<file path="src/rtl/matmul_result_collector_if.sv">
// Handshake bundle: tagged product stream into the collector, rescaled row-major drain stream out.
interface matmul_result_collector_if #(
    parameter int DATA_WIDTH = 32,
    parameter int ACC_WIDTH  = 2 * DATA_WIDTH + 2
);
    logic signed [ACC_WIDTH-1:0] c_in;
    logic                        c_valid;
    logic [1:0]                  c_row;
    logic [1:0]                  c_col;
    logic                        done_in;
    logic [DATA_WIDTH-1:0]       m_data;
    logic                        m_valid;
    logic                        m_ready;
    logic [3:0]                  m_index;
    logic                        m_last;

    modport master (
        output c_in, c_valid, c_row, c_col, done_in, m_ready,
        input  m_data, m_valid, m_index, m_last
    );

    modport slave (
        input  c_in, c_valid, c_row, c_col, done_in, m_ready,
        output m_data, m_valid, m_index, m_last
    );
endinterface

</file>
<file path="src/rtl/matmul_result_collector.sv">
// Collects tagged full-precision products into an M x P buffer, rescaling each with round/saturate,
// then drains the finished matrix in row-major order over a valid/ready stream.
module matmul_result_collector #(
    parameter int DATA_WIDTH = 32,
    parameter int FRAC_BITS  = 16,
    parameter int M          = 3,
    parameter int P          = 3,
    parameter int ACC_WIDTH  = 2 * DATA_WIDTH + 2
) (
    input  logic                     clk,
    input  logic                     rst,
    input  logic                     clr,
    matmul_result_collector_if.slave bus,
    output logic                     busy,
    output logic                     frame_done,
    output logic                     sat_flag,
    output logic                     err_overrun,
    output logic                     err_incomplete
);
    localparam int         N        = M * P;
    localparam logic [3:0] LAST_IDX = 4'(N - 1);
    localparam logic signed [ACC_WIDTH:0] HALF_LSB = (ACC_WIDTH + 1)'(1) << (FRAC_BITS - 1);

    typedef enum logic {S_COLLECT, S_DRAIN} state_t;

    state_t                state;
    logic [N-1:0]          mask;
    logic [3:0]            ptr;
    logic [DATA_WIDTH-1:0] buffer [N];

    // One extra bit of headroom keeps the rounding add from wrapping at the top of the range.
    logic signed [ACC_WIDTH:0]         rounded;
    logic signed [ACC_WIDTH:0]         shifted;
    logic [ACC_WIDTH-DATA_WIDTH+1:0]   top_bits;
    logic                              fits;
    logic [DATA_WIDTH-1:0]             scaled;

    assign rounded  = {bus.c_in[ACC_WIDTH-1], bus.c_in} + HALF_LSB;
    assign shifted  = rounded >>> FRAC_BITS;
    assign top_bits = shifted[ACC_WIDTH:DATA_WIDTH-1];
    assign fits     = (&top_bits) | ~(|top_bits);
    assign scaled   = fits ? shifted[DATA_WIDTH-1:0]
                    : shifted[ACC_WIDTH] ? {1'b1, {(DATA_WIDTH-1){1'b0}}}
                    :                      {1'b0, {(DATA_WIDTH-1){1'b1}}};

    logic                  in_range;
    logic [3:0]            wr_idx;
    logic                  wr_en;
    logic [N-1:0]          mask_next;
    logic [DATA_WIDTH-1:0] first_elem;
    logic [3:0]            ptr_inc;

    assign in_range  = (32'(bus.c_row) < M) && (32'(bus.c_col) < P);
    assign wr_idx    = 4'(bus.c_row) * 4'(P) + 4'(bus.c_col);
    assign wr_en     = !clr && (state == S_COLLECT) && bus.c_valid && in_range;
    assign mask_next = mask | (wr_en ? (N'(1) << wr_idx) : '0);
    // Element 0 may be written on the same edge that starts the drain, so bypass the buffer.
    assign first_elem = (wr_en && wr_idx == 4'd0) ? scaled : buffer[0];
    assign ptr_inc    = ptr + 4'd1;

    // NOTE: the buffer has no reset; a drain only starts once every entry was written this frame.
    always_ff @(posedge clk) begin
        if (wr_en) buffer[wr_idx] <= scaled;
    end

    always_ff @(posedge clk or posedge rst) begin
        if (rst) begin
            state          <= S_COLLECT;
            mask           <= '0;
            ptr            <= '0;
            bus.m_data     <= '0;
            bus.m_valid    <= 1'b0;
            bus.m_index    <= '0;
            bus.m_last     <= 1'b0;
            busy           <= 1'b0;
            frame_done     <= 1'b0;
            sat_flag       <= 1'b0;
            err_overrun    <= 1'b0;
            err_incomplete <= 1'b0;
        end else begin
            frame_done <= 1'b0;
            if (clr) begin
                state          <= S_COLLECT;
                mask           <= '0;
                ptr            <= '0;
                bus.m_valid    <= 1'b0;
                bus.m_index    <= '0;
                bus.m_last     <= 1'b0;
                busy           <= 1'b0;
                sat_flag       <= 1'b0;
                err_overrun    <= 1'b0;
                err_incomplete <= 1'b0;
            end else begin
                case (state)
                    S_COLLECT: begin
                        if (bus.c_valid && !in_range) err_incomplete <= 1'b1;
                        if (wr_en && !fits)           sat_flag       <= 1'b1;
                        if (bus.done_in) begin
                            if (&mask_next) begin
                                state       <= S_DRAIN;
                                busy        <= 1'b1;
                                mask        <= mask_next;
                                ptr         <= '0;
                                bus.m_valid <= 1'b1;
                                bus.m_index <= '0;
                                bus.m_last  <= (LAST_IDX == 4'd0);
                                bus.m_data  <= first_elem;
                            end else begin
                                err_incomplete <= 1'b1;
                                mask           <= '0;
                            end
                        end else begin
                            mask <= mask_next;
                        end
                    end
                    S_DRAIN: begin
                        if (bus.c_valid) err_overrun <= 1'b1;
                        if (bus.m_ready) begin
                            if (ptr == LAST_IDX) begin
                                state       <= S_COLLECT;
                                busy        <= 1'b0;
                                mask        <= '0;
                                ptr         <= '0;
                                bus.m_valid <= 1'b0;
                                bus.m_index <= '0;
                                bus.m_last  <= 1'b0;
                                frame_done  <= 1'b1;
                            end else begin
                                ptr         <= ptr_inc;
                                bus.m_index <= ptr_inc;
                                bus.m_last  <= (ptr_inc == LAST_IDX);
                                bus.m_data  <= buffer[ptr_inc];
                            end
                        end
                    end
                    default: state <= S_COLLECT;
                endcase
            end
        end
    end
endmodule

</file>
<file path="src/flat_wrapper.sv">
// flat-port wrapper written by rule: the top's interface ports become plain ports
module matmul_result_collector_flat 
#(
    parameter int DATA_WIDTH = 32,
    parameter int FRAC_BITS  = 16,
    parameter int M          = 3,
    parameter int P          = 3,
    parameter int ACC_WIDTH  = 2 * DATA_WIDTH + 2
)
  (clk, rst, clr, busy, frame_done, sat_flag, err_overrun, err_incomplete, bus_c_in, bus_c_valid, bus_c_row, bus_c_col, bus_done_in, bus_m_ready, bus_m_data, bus_m_valid, bus_m_index, bus_m_last);
  matmul_result_collector_if #(.DATA_WIDTH(DATA_WIDTH), .ACC_WIDTH(ACC_WIDTH)) bus_i ();
  input  logic clk;
  input  logic rst;
  input  logic clr;
  output logic busy;
  output logic frame_done;
  output logic sat_flag;
  output logic err_overrun;
  output logic err_incomplete;
  input wire logic [$bits(bus_i.c_in)-1:0] bus_c_in;
  input wire logic [$bits(bus_i.c_valid)-1:0] bus_c_valid;
  input wire logic [$bits(bus_i.c_row)-1:0] bus_c_row;
  input wire logic [$bits(bus_i.c_col)-1:0] bus_c_col;
  input wire logic [$bits(bus_i.done_in)-1:0] bus_done_in;
  input wire logic [$bits(bus_i.m_ready)-1:0] bus_m_ready;
  output wire logic [$bits(bus_i.m_data)-1:0] bus_m_data;
  output wire logic [$bits(bus_i.m_valid)-1:0] bus_m_valid;
  output wire logic [$bits(bus_i.m_index)-1:0] bus_m_index;
  output wire logic [$bits(bus_i.m_last)-1:0] bus_m_last;
  assign bus_i.c_in = bus_c_in;
  assign bus_i.c_valid = bus_c_valid;
  assign bus_i.c_row = bus_c_row;
  assign bus_i.c_col = bus_c_col;
  assign bus_i.done_in = bus_done_in;
  assign bus_i.m_ready = bus_m_ready;
  assign bus_m_data = bus_i.m_data;
  assign bus_m_valid = bus_i.m_valid;
  assign bus_m_index = bus_i.m_index;
  assign bus_m_last = bus_i.m_last;
  matmul_result_collector #(.DATA_WIDTH(DATA_WIDTH), .FRAC_BITS(FRAC_BITS), .M(M), .P(P), .ACC_WIDTH(ACC_WIDTH)) u_core (.clk(clk), .rst(rst), .clr(clr), .bus(bus_i), .busy(busy), .frame_done(frame_done), .sat_flag(sat_flag), .err_overrun(err_overrun), .err_incomplete(err_incomplete));
endmodule
</file>
<file path="config.mk">
export PLATFORM = sky130hd
export DESIGN_NAME = matmul_result_collector_flat
export DESIGN_NICKNAME = d
export VERILOG_FILES = /design/src/rtl/matmul_result_collector_if.sv /design/src/rtl/matmul_result_collector.sv /design/src/flat_wrapper.sv
export SDC_FILE = /design/constraint.sdc
export NUM_CORES = 1
export LEC_CHECK = 0
export CAP_MARGIN = 30
export CORE_MARGIN = 1
export CORE_UTILIZATION = 59
export DETAILED_ROUTE_END_ITERATION = 16
export HOLD_SLACK_MARGIN = 0.15
export PLACE_DENSITY = 0.89
export SKIP_LAST_GASP = 1
export SLEW_MARGIN = 20
export SYNTH_ARGS = -nofsm -noshare
export SYNTH_HDL_FRONTEND = slang
export SYNTH_SLANG_ARGS = --single-unit
export TNS_END_PERCENT = 20
</file>
<file path="constraint.sdc">
create_clock -name clk -period 5.32 [get_ports clk]
set_clock_uncertainty 0.1 [all_clocks]
set_input_delay 0.798 -clock clk [delete_from_list [all_inputs] [get_ports clk]]
set_output_delay 0.798 -clock clk [all_outputs]
set_load 0.01 [all_outputs]
</file>
Word-level counts from Yosys, hierarchy flattened
Memories as Yosys holds them, arrays and structs flattened. Index checks and enable logic that the tools add are counted.

Bits in registers: 52. Latch bits: 0. Memory bits (writable): 288. ROM bits: 0. Bits of input ports: 76. Output and inout bits: 43. Word-level logic and storage cells: 113. Memories kept: 1.

$add $sub $neg: 3. Multipliers: 1. Div/mod/pow operators: 0. Magnitude comparators: 2. Eq/ne operators: 11. Shifts and indexed selects: 1. Multiplexer cells: 56. Bitwise operators: 5. Reduce and logical (&&, ||, !) cells: 23.

Memory list: u_core.buffer (depth 9, width 32, rd ports 2, clocked after memory_dff 0, write ports 1, line matmul_result_collector.sv:29) `logic [DATA_WIDTH-1:0] buffer [N];`.

Operator list (count): two-way mux 32 bit (7); adder 66 x 17 -> 67 bit (second input constant) (1); one-hot mux 32 bit (2 select lines) (1); two-way mux 9 bit (6); two-way mux 1 bit (32); two-way mux 4 bit (5); AND reduction 20 bit (1); OR reduction 20 bit (1); one-hot mux 9 bit (2 select lines) (1); != test 3 bit (second input constant) (4); != test 2 bit (second input constant) (5); OR 9 bit (1); AND reduction 9 bit (1); left shift 1 x 4 -> 9 bit (first input constant) (1); equality test 4 bit (second input constant) (2); one-hot mux 4 bit (2 select lines) (1); logical AND 1 bit (7); one-hot mux 1 bit (2 select lines) (3); AND reduction 2 bit (3); nonzero test 2 bit (3); AND reduction 5 bit (1); adder 4 x 1 -> 4 bit (second input constant) (1); adder 4 x 2 -> 4 bit (1); logical NOT 4 bit (1); 7 further kinds (12).

Depth between registers and ports, before layout
Gate-level depths: netlist of run 1.

Word-level depth: 11. Mapped depth: 15. Depth with buffers taken out: 13.

Worst setup path after synthesis of run 1
Ideal clock, no wire load.

Path type: input-to-reg. Start: in bus_c_col[1]. End: reg u_core.bus.m_data[15]. Library setup time: 0.126 ns. Arrival time: 5.148 ns. Required time: 5.094 ns. Slack: -0.054 ns. Stages on the path: 14. Buffers on the path: 1. Cell sequence: inv_1 -> fa_1 -> inv_1 -> ha_1 -> fa_1 -> nor4_2 -> and2_1 -> o221ai_1 -> a2111o_1 -> or4b_1 -> buf_4 -> nand2_8 -> o31ai_2 -> o32a_1.

Word-level cells in the longest chain between the ends: 8. Elaborated cells on any way between the ends: 16. Classes of those cells: add/sub: 1; order compare: 1; eq/ne: 1; shift: 1; mux: 5; bitwise: 1; reduce/logical: 6.

RTL lines: from (decl) (line flat_wrapper.sv:23) `input wire logic [$bits(bus_i.c_col)-1:0] bus_c_col;`; branches (longest 8 deep; another with adder 4 x 2 -> 4 bit); to (signal assigned) (line matmul_result_collector.sv:107) `bus.m_data <= first_elem;`; to (signal assigned) (line matmul_result_collector.sv:132) `bus.m_data <= buffer[ptr_inc];`; to (decl) (line matmul_result_collector_if.sv:24) `output m_data, m_valid, m_index, m_last`.

Parallel ways; which one is timed is not known. The select of a mux whose other input is x is not followed. A chain may end at the register's enable or synchronous reset.

Worst setup path in the final report of run 1
Start: in bus_c_row[0]. End: reg u_core.bus.m_data[7].

Word-level cells in the longest chain between the ends: 8. Elaborated cells on any way between the ends: 17. Classes of those cells: add/sub: 1; mul: 1; order compare: 1; eq/ne: 1; shift: 1; mux: 5; bitwise: 1; reduce/logical: 6.

RTL lines: from (decl) (line flat_wrapper.sv:22) `input wire logic [$bits(bus_i.c_row)-1:0] bus_c_row;`; multiplier 2 x 2 -> 4 bit / < comparator 2 bit (equally long branches) (line matmul_result_collector.sv:54, matmul_result_collector.sv:53); adder 4 x 2 -> 4 bit / logical AND 1 bit (equally long branches) (line matmul_result_collector.sv:54, matmul_result_collector.sv:53); left shift 1 x 4 -> 9 bit, or another cell as far along (line matmul_result_collector.sv:56) `assign mask_next = mask | (wr_en ? (N'(1) << wr_idx) : '0);`; two-way mux 9 bit / logical AND 1 bit (equally long branches) (line matmul_result_collector.sv:56, matmul_result_collector.sv:58); OR 9 bit / two-way mux 32 bit (equally long branches) (line matmul_result_collector.sv:56, matmul_result_collector.sv:58); AND reduction 9 bit / two-way mux 32 bit (equally long branches) (line matmul_result_collector.sv:99) `if (&mask_next) begin`; != test 2 bit (no source line) / two-way mux 32 bit (equally long branches); AND reduction 5 bit (no source line) / one-hot mux 32 bit (2 select lines) (equally long branches).

Parallel ways exist; a longest one is shown, timed or not. The select of a mux whose other input is x is not followed.

==> results.sh, run 1 <==
export IMPL_clkSinkCount=340
export IMPL_rows=58
export IMPL_async_reset_ff_frac=0.153
export IMPL_path_class="in2reg"
export IMPL_synth_area_leader_cell="edfxtp_1"
export IMPL_max_freq_mhz=204
export IMPL_reg2regPathDepth=9
export IMPL_setup_viol=0
export IMPL_synth_top_area_share=0.559
export IMPL_p_leak_nw=5.92
export IMPL_worst_slew_pin_slew_ps=1010
export IMPL_start_util=0.607
export IMPL_maxSlewViolCount=0
export IMPL_post_cts_buffers=0
export IMPL_port_buffers=103
export IMPL_syn_nets=1140
export IMPL_cp_required_ps=5610
export IMPL_tns_ps=0
export IMPL_syn_to_final_growth_pct=16.9
export IMPL_antenna_found_initial=3
export IMPL_vias=10400
export IMPL_rsz0062_at_grt="no"
export IMPL_grt_pass1_vias=10800
export IMPL_finish_instance_area_sq_um=18100
export IMPL_maxCapViolations=0
export IMPL_fin_nets=1254
export IMPL_cts_root_buf="clkbuf_16"
export IMPL_routabilityCongestion=0.919
export IMPL_synth_common_cells="edfxtp_1, a21oi_1, nor2_1, nand2_1, mux4_2"
export IMPL_grt_pass1_wl_mm=61.6
export IMPL_worstSetupStartpointType="input port"
export IMPL_grt_remaining_overflow=0
export IMPL_io_pins=119
export IMPL_grt_max_degree=66
export IMPL_outcome="complete, no violations"
export IMPL_crit_fanout=17
export IMPL_drt_iter0_drc=1678
export IMPL_max_slew_margin_rel=0.326
export IMPL_drive_gt1_frac=0.162
export IMPL_endpoint_kind="register"
export IMPL_yosys_warnings=0
export IMPL_hp_class="reg2reg"
export IMPL_cts_buffer_depth=3
export IMPL_synth_cell_types=69
export IMPL_syn_mean_instance_area_sq_um=14.7
export IMPL_wl_met1_mm=15.0
export IMPL_fin_crit_ps=4900
export IMPL_dpl_cell_area_sq_um=17000
export IMPL_path_clk_slew_ps=60
export IMPL_die_area_sq_um=26900
export IMPL_finalHoldViolCount=0
export IMPL_dr_wl_met2_mm=19.8
export IMPL_finalPower_mw=5.60
export IMPL_finalCritPeriodShare=0.922
export IMPL_numCtsBuffers=34
export IMPL_cts_resized=0
export IMPL_drcViolationCount=0
export IMPL_clk_latency_ps=520
export IMPL_synth_area_top_cells="edfxtp_1, mux4_2, dfrtp_1"
export IMPL_powerDensity_nw_per_um2=310
export IMPL_synth_ff_latch_count=340
export IMPL_netlist_instances=1055
export IMPL_cts_htree_levels=2
export IMPL_holdPathStages=2
export IMPL_top_layer="met4"
export IMPL_synth_main_ff_cell="edfxtp_1"
export IMPL_ctsHoldBuffers=0
export IMPL_synth_edf_count=288
export IMPL_netlist_area_sq_um=15500
export IMPL_dr_pass1_iters=6
export IMPL_design_core_area_sq_um=25500
export IMPL_cts_tree="done"
export IMPL_synth_seq_area_share=0.643
export IMPL_post_synth_top_count_cell="edfxtp_1"
export IMPL_postRouteAntennaNets=0
export IMPL_fp_dieH_microns=164
export IMPL_irDropWorstVdd_mv=0.269
export IMPL_vias_per_cell=6.80
export IMPL_dp_hpwl_mm=24.1
export IMPL_wl_mm=40.7
export IMPL_dieWidth_microns=164
export IMPL_cp_arrival_ps=5200
export IMPL_globalRouteTotalUtil=0.314
export IMPL_wl_per_cell_microns=26.7
export IMPL_dr_wl_met3_mm=4.06
## through the flow
| stage | util | setup slack (ps) | std cells | hold slack, ps |
|---|---|---|---|---|
| floorplan | - | 81.4 | 1055 | 356 |
| global placement | 0.667 | 82.2 | 1463 | 386 |
| detailed placement | 0.667 | -19.8 | 1463 | 384 |
| CTS | 0.710 | 440 | 1524 | 401 |
| global route | 0.710 | 202 | 1527 | 429 |
| finish | 0.710 | 417 | 1527 | 398 |
## report_power, final
group / switching (mW) / total (mW) / internal (mW)
registers: 0.0141 / 2.96 / 2.94
logic: 0.167 / 0.268 / 0.101
clock network: 0.992 / 2.38 / 1.38
## critical path: stages
cell             delay (ps)
clkdlybuf4s50_1         510
inv_1                    70
fa_1                    560
inv_1                    60
ha_1                    190
fa_1                    590
nor4b_4                 350
and3_2                  250
o22ai_1                  80
a2111o_1                410
or4b_1                  520
buf_4                   200
nand2_8                 120
buf_12                  190
mux2i_1                 240
a21oi_1                  60
## layout make-up
type,count,area [sq um]
Clock buffer,50,982
Fill cell,1572,7380
Multi-Input combinational cell,637,5210
Timing Repair Buffer,139,1350
Sequential cell,340,9950
Inverter,17,63.8
Antenna cell,3,7.51
Clock inverter,11,115
Tap cell,330,413
## logic make-up (layout without fill, tap and decap cells)
logic type                 after synthesis  in the layout  synth area share
muxes                                  128            128             0.135
xor gates and xnor gates                47             47            0.0266
other                                    0              3                 0
AOI/OAI and AO/OA                      185            185            0.0720
adders and majority gates                9              9           0.00825
buffers and inverters                   78            217            0.0241
DFF                                    340            340             0.643
and+or+nand+nor                        268            268            0.0911
## cells in the final DEF (no fill, tap or decap), drive strengths merged, types with 15 or more instances in the layout
| cell type | count |
|---|---|
| nand3 | 28 |
| xor2 | 16 |
| clkbuf | 50 |
| mux4 | 64 |
| o211ai | 28 |
| mux2i | 60 |
| nor2 | 69 |
| o21ai | 37 |
| clkdlybuf4s50 | 103 |
| inv | 18 |
| dfrtp | 52 |
| xnor2 | 31 |
| edfxtp | 288 |
| buf | 36 |
| nand4 | 15 |
| nand2 | 69 |
| a21oi | 88 |
| and3 | 24 |
## metal layers
| metal | up-vias | global-route usage |
|---|---|---|
| met2 | 758 | 0.505 |
| met4 | 0 | 0.189 |
| met5 | - | 0 |
| met3 | 137 | 0.0434 |
| li1 | 4335 | - |
| met1 | 5159 | 0.412 |
## flip-flops by register name, summed over array words and instances, names as in the netlist
| register | cells |
|---|---|
| u_core.buffer | 288 |
| u_core.bus.m_data | 32 |
| u_core.mask | 9 |
| u_core.bus.m_index | 4 |
| u_core.bus.m_last | 1 |
| u_core.bus.m_valid | 1 |
| u_core.err_incomplete | 1 |
| u_core.err_overrun | 1 |
| u_core.frame_done | 1 |
| u_core.sat_flag | 1 |
| u_core.state | 1 |
## path summary, 6_finish.rpt
path | slack (ps) | endpoint | start
max reg2reg | 1590 | u_core.bus.m_data[28] | u_core.bus.m_index[0]
min in group asynchronous | 490 | u_core.bus.m_data[22] | rst
min reg2reg | 400 | u_core.mask[3] | u_core.mask[3]
max in group asynchronous | 3640 | u_core.bus.m_index[0] | rst
min | 400 | u_core.mask[3] | u_core.mask[3]
max | 420 | u_core.bus.m_data[7] | bus_c_row[0]
Note: power is estimated with default switching activity, not from simulation.
==> inputs of run 2 (changes only) <==
clock period = 4.9 ns   (was 5.32 ns; I/O delays follow)
==> run 2 against run 1 <==
Net effect: cell count grew 1.2%; global-route usage is 1.0 points higher; register-to-register slack worse by 170 ps; largest cell class unchanged; die area unchanged; via count grew 2.6%.
==> results.sh, run 2 (same netlist as run 1, synthesis figures left out) <==
export IMPL_holdPathEnd="u_core.err_overrun"
export IMPL_largest_register_ffs=288
export IMPL_clkSinkCount=340
export IMPL_critPathMaxStageDelay_ps=580
export IMPL_dpl_cell_count=1483
export IMPL_endpoint_kind="register"
export IMPL_crit_fanout=7
export IMPL_rows=58
export IMPL_wl_mm=42.5
export IMPL_top_register="u_core.buffer"
export IMPL_p_leak_nw=6.04
export IMPL_drcViolationCount=0
export IMPL_crit_start="bus_c_col[1]"
export IMPL_cp_required_ps=5180
export IMPL_dp_hpwl_mm=26.0
export IMPL_path_delay_family="adder cells"
export IMPL_irDropWorstVdd_mv=0.331
export IMPL_fin_crit_ps=4780
export IMPL_setup_viol=0
export IMPL_io_pins=119
export IMPL_pwr_share_clk=0.414
export IMPL_rsz0062_at_grt="no"
export IMPL_n_antenna_cell=0
export IMPL_finalHoldViolCount=0
export IMPL_crit_chain="clkdlybuf4s50_1 > inv_1 > fa_1 > inv_1 > ha_1 > fa_1 > nor4b_4 > buf_4 > a31o_2 > o221ai_1 > a2111o_1 > or4b_1 > buf_4 > nand2_8 > buf_12 > mux2i_2 > a21oi_1"
export IMPL_slowest_stage="fa_1"
export IMPL_worst_slew_pin_slew_ps=793
export IMPL_rr_endpoint="u_core.bus.m_data[12]"
export IMPL_cts_buffer_depth=3
export IMPL_vias=10700
export IMPL_dieWidth_microns=164
export IMPL_hold_start="u_core.err_overrun"
export IMPL_drive_gt1_frac=0.176
export IMPL_antenna_found_initial=0
export IMPL_pwr_share_comb=0.052
export IMPL_path_class="in2reg"
export IMPL_grt_pass1_vias=10700
export IMPL_maxSlewViolCount=0
export IMPL_design_core_area_sq_um=25500
export IMPL_r2r_slack_ps=1420
export IMPL_critical_path_buf_inv_count=6
export IMPL_cts_root_buf="clkbuf_16"
export IMPL_holdPathStages=2
export IMPL_mostFrequentLayoutCells="edfxtp_1, clkdlybuf4s50_1, a21oi_1, nand2_1, nor2_1"
export IMPL_max_freq_mhz=209
export IMPL_path_clk_slew_ps=60
export IMPL_maxCapViolations=0
export IMPL_routabilityCongestion=0.905
export IMPL_grt_max_degree=46
export IMPL_syn_to_final_growth_pct=18.6
export IMPL_start_util=0.607
export IMPL_dr_pass1_iters=8
export IMPL_numCtsBuffers=34
export IMPL_fp_dieH_microns=164
export IMPL_grt_pass1_wl_mm=63.2
export IMPL_clk_latency_ps=510
export IMPL_r2r_start="u_core.state"
export IMPL_vias_per_cell=6.89
export IMPL_hold_worst_slack_ps=395
export IMPL_die_area_sq_um=26900
export IMPL_wl_per_cell_microns=27.5
export IMPL_powerDensity_nw_per_um2=327
export IMPL_p_seq_frac=0.535
export IMPL_drt_iter0_drc=1500
export IMPL_port_buffers=103
export IMPL_power_internal_mw=4.75
export IMPL_worstSetupStartpointType="input port"
export IMPL_hp_class="reg2reg"
export IMPL_final_common_cell="edfxtp_1"
export IMPL_max_slew_margin_rel=0.471
export IMPL_postRouteAntennaNets=0
export IMPL_p_sw_mw=1.26
export IMPL_reg2regPathDepth=12
export IMPL_nFillCells=1515
export IMPL_fin_nets=1276
export IMPL_cp_arrival_ps=5060
export IMPL_cts_htree_levels=2
export IMPL_post_cts_buffers=0
export IMPL_grt_remaining_overflow=0
export IMPL_outcome="complete, no violations"
export IMPL_reg_largest_list="u_core.buffer (288), u_core.bus.m_data (32), u_core.mask (9)"
export IMPL_globalRouteTotalUtil=0.325
export IMPL_cts_tree="done"
export IMPL_finalCritPeriodShare=0.976
export IMPL_final_cells=1546
export IMPL_switching_share=0.209
## run 2: cell count changes in the layout (fill, tap and decap cells not counted), sizes merged
cell / change
buf: +21
clkinv: +7
clkbuf: -5
diode: -3
clkinvlp: -1
## run 2: routing by layer
| layer | global-route usage | up-vias | share of wire |
|---|---|---|---|
| met5 | 0 | - | 0 |
| met4 | 0.149 | 0 | 0.043 |
| met3 | 0.0682 | 169 | 0.12 |
| met2 | 0.523 | 880 | 0.49 |
| met1 | 0.427 | 5239 | 0.35 |
| li1 | - | 4371 | - |
## run 2: stage by stage
step	util	total power, mW	area, sq um	TNS, ps	setup WS (ps)
6_report	0.721	6.00	18400	0	118
5_1_grt	0.721	6.14	18400	0	0.425
4_1_cts	0.719	6.01	18300	0	128
3_5_place_dp	0.677	3.57	17300	-9010	-374
3_3_place_gp	0.677	3.55	17200	-6740	-251
2_1_floorplan	-	3.40	15500	0	81.6
## run 2: worst max path at each step
stage,end,slack [ps],depth (start not counted)
3_5_place_dp,u_core.bus.m_data[12],-370,17
6_report,u_core.bus.m_data[12],120,17
5_1_grt,u_core.bus.m_data[12],0.4,17
3_3_place_gp,u_core.bus.m_data[18],-250,17
2_1_floorplan,u_core.bus.m_data[15],80,14
4_1_cts,u_core.bus.m_data[12],130,17
## run 2: worst reg2reg max path: stages (launching register included)
cell and delay [ps]:
dfrtp_1 400, or3b_4 450, nor4b_4 300, buf_4 180, a31o_2 150, o221ai_1 110, a2111o_1 330, or4b_1 500
buf_4 190, nand2_8 140, buf_12 170, mux2i_2 260, a21oi_1 80
## run 2: area by class of cell
type	count	area, sq um	area share
Sequential cell	340	9950	0.542
Multi-Input combinational cell	637	5230	0.285
Timing Repair Buffer	161	1650	0.0896
Clock buffer	44	920	0.0501
Tap cell	330	413	0.0225
Clock inverter	17	133	0.00723
Inverter	17	63.8	0.00348
## run 2: power by group through the flow
stage               Combinational, mW  Sequential, mW  Clock [mW]
finish                          0.311            3.21        2.48
floorplan                       0.142            3.26           0
detailed placement              0.300            3.27           0
global placement                0.291            3.26           0
global route                    0.328            3.21        2.61
CTS                             0.303            3.21        2.49
## run 2: timing repair
action	CTS	global route
setup endpoints to repair	0	4
gates resized for setup	0	2
hold buffers	0	0
==> inputs of run 3 (changes only) <==
CORE_UTILIZATION = 55   (was 59)
DONT_BUFFER_PORTS = 1   (was default)
HOLD_SLACK_MARGIN = default   (was 0.15)
PLACE_DENSITY = 0.79   (was 0.89)
==> run 3 against run 2 <==
Net effect: cell count shrank 4.9%; first-iteration DRC count shrank 38%; setup slack gained 130 ps; combinational power shrank 33%; maximum frequency grew 2.9%; clock-buffer cell count shrank 2; global-route usage shrank 3.7 points; via count shrank 7.9%; total power shrank 1.2%; clock power is essentially flat.
==> results.sh, run 3 (same netlist as run 1, synthesis figures left out) <==
export IMPL_outcome="complete, no violations"
export IMPL_port_buffers=0
export IMPL_grt_pass1_vias=10000
export IMPL_area_sequential_sq_um=9950
export IMPL_design_core_area_sq_um=27700
export IMPL_finalCritPeriodShare=0.948
export IMPL_finalHoldViolCount=0
export IMPL_p_seq_frac=0.541
export IMPL_finish_instance_area_sq_um=17200
export IMPL_rsz0062_at_grt="no"
export IMPL_drt_iter0_drc=931
export IMPL_power_internal_mw=4.70
export IMPL_cts_buffer_depth=3
export IMPL_cts_root_buf="clkbuf_16"
export IMPL_drive_gt1_frac=0.180
export IMPL_worstSetupStartpointType="input port"
export IMPL_clk_latency_ps=520
export IMPL_tns_ps=0
export IMPL_fp_dieH_microns=170
export IMPL_wl_mm=40.2
export IMPL_n_antenna_cell=0
export IMPL_rows=61
export IMPL_cts_htree_levels=2
export IMPL_largest_register_ffs=288
export IMPL_endpoint_kind="register"
export IMPL_irDropWorstVdd_mv=0.264
export IMPL_maxSlewViolCount=0
export IMPL_reg_largest_list="u_core.buffer (288), u_core.bus.m_data (32), u_core.mask (9)"
export IMPL_cts_resized=0
export IMPL_dpl_cell_area_sq_um=16100
export IMPL_postRouteAntennaNets=0
export IMPL_top_register="u_core.buffer"
export IMPL_cp_arrival_ps=4930
export IMPL_path_class="in2reg"
export IMPL_hp_class="in2reg"
export IMPL_start_util=0.558
export IMPL_dp_hpwl_mm=24.1
export IMPL_p_leak_nw=5.56
export IMPL_cts_tree="done"
export IMPL_pwr_share_clk=0.424
export IMPL_grt_remaining_overflow=0
export IMPL_max_slew_margin_rel=0.368
export IMPL_worst_slew_pin_slew_ps=946
export IMPL_powerDensity_nw_per_um2=345
export IMPL_dieWidth_microns=170
export IMPL_syn_to_final_growth_pct=11.1
export IMPL_io_pins=119
export IMPL_dr_pass1_iters=5
export IMPL_clkSinkCount=340
export IMPL_p_sw_mw=1.23
export IMPL_setup_viol=0
export IMPL_drcViolationCount=0
export IMPL_maxCapViolations=0
export IMPL_crit_fanout=15
export IMPL_post_cts_buffers=0
export IMPL_wl_per_cell_microns=27.3
export IMPL_numCtsBuffers=34
export IMPL_finalPower_mw=5.93
export IMPL_max_freq_mhz=215
export IMPL_multi_input_area_sq_um=5220
export IMPL_final_cells=1471
export IMPL_setup_ws_ps=253
export IMPL_path_clk_slew_ps=60
export IMPL_nFillCells=1941
export IMPL_final_common_cell="edfxtp_1"
export IMPL_die_area_sq_um=28800
export IMPL_cp_required_ps=5180
export IMPL_fin_crit_ps=4650
export IMPL_dpl_cell_count=1409
export IMPL_vias=9820
export IMPL_ctsHoldBuffers=1
export IMPL_globalRouteTotalUtil=0.288
export IMPL_fin_nets=1154
export IMPL_antenna_found_initial=0
export IMPL_pre_cts_slack_ps=-196
export IMPL_grt_max_degree=57
export IMPL_grt_pass1_wl_mm=60.6
export IMPL_vias_per_cell=6.68
export IMPL_switching_share=0.207
export IMPL_mostFrequentLayoutCells="edfxtp_1, a21oi_1, nand2_1, nor2_1, mux4_2"
export IMPL_routabilityCongestion=0.859
export IMPL_pwr_share_comb=0.035
==> run 3: cell count changes in the layout (fill, tap and decap cells not counted), moves of 2 or more <==
cell             before  now
clkbuf_1              8    6
buf_12               12    8
clkinv_1              5    2
inv_6                 1    3
clkdlybuf4s50_1     103    0
buf_4                43   29
==> run 3: stage by stage <==
step	util	hold WS, ps
finish	0.621	190
global route	0.621	183
CTS	0.620	187
detailed placement	0.581	386
global placement	0.581	380
floorplan	-	356
==> run 3: routing by layer <==
layer | part of all wire | track usage
met3 | 0.097 | 0.0578
met4 | 0.044 | 0.138
met2 | 0.49 | 0.481
met1 | 0.37 | 0.362
met5 | 0 | 0
==> run 3: final cells by class <==
cell class              count  area share
multi-input cells         637       0.304
repair buffers             39      0.0242
inverters                  17     0.00371
well taps                 378      0.0275
flip-flops and latches    340       0.579
clock buffers              42      0.0531
clock inverters            18     0.00902
==> run 3: path summary, 6_finish.rpt <==
path / startpoint / end / slack [ps] / cells after the start
hold reg to reg: u_core.mask[3] / u_core.mask[3] / 400 / 2
max in group asynchronous: rst / u_core.bus.m_index[0] / 3280 / 3
hold / removal: clr / u_core.err_incomplete / 190 / 1
setup reg to reg: u_core.state / u_core.bus.m_data[15] / 1180 / 9
setup / recovery: bus_c_col[1] / u_core.bus.m_data[15] / 250 / 13
min in group asynchronous: rst / u_core.err_overrun / 440 / 2
==> run 3: power by group through the flow <==
stage	combinational, mW	clock, mW	sequential, mW
detailed placement	0.202	0	3.27
global route	0.225	2.63	3.21
CTS	0.205	2.53	3.21
global placement	0.196	0	3.26
floorplan	0.142	0	3.26
finish	0.208	2.51	3.21
==> run 3: critical path: stages <==
cell and delay, ps:
inv_1 30, fa_1 580, inv_1 60, ha_1 190, fa_1 520, nor4_2 520
and3_4 270, o221ai_1 120, a2111o_1 350, or4b_1 750, nand2_8 300, o31ai_2 130
o32a_1 360
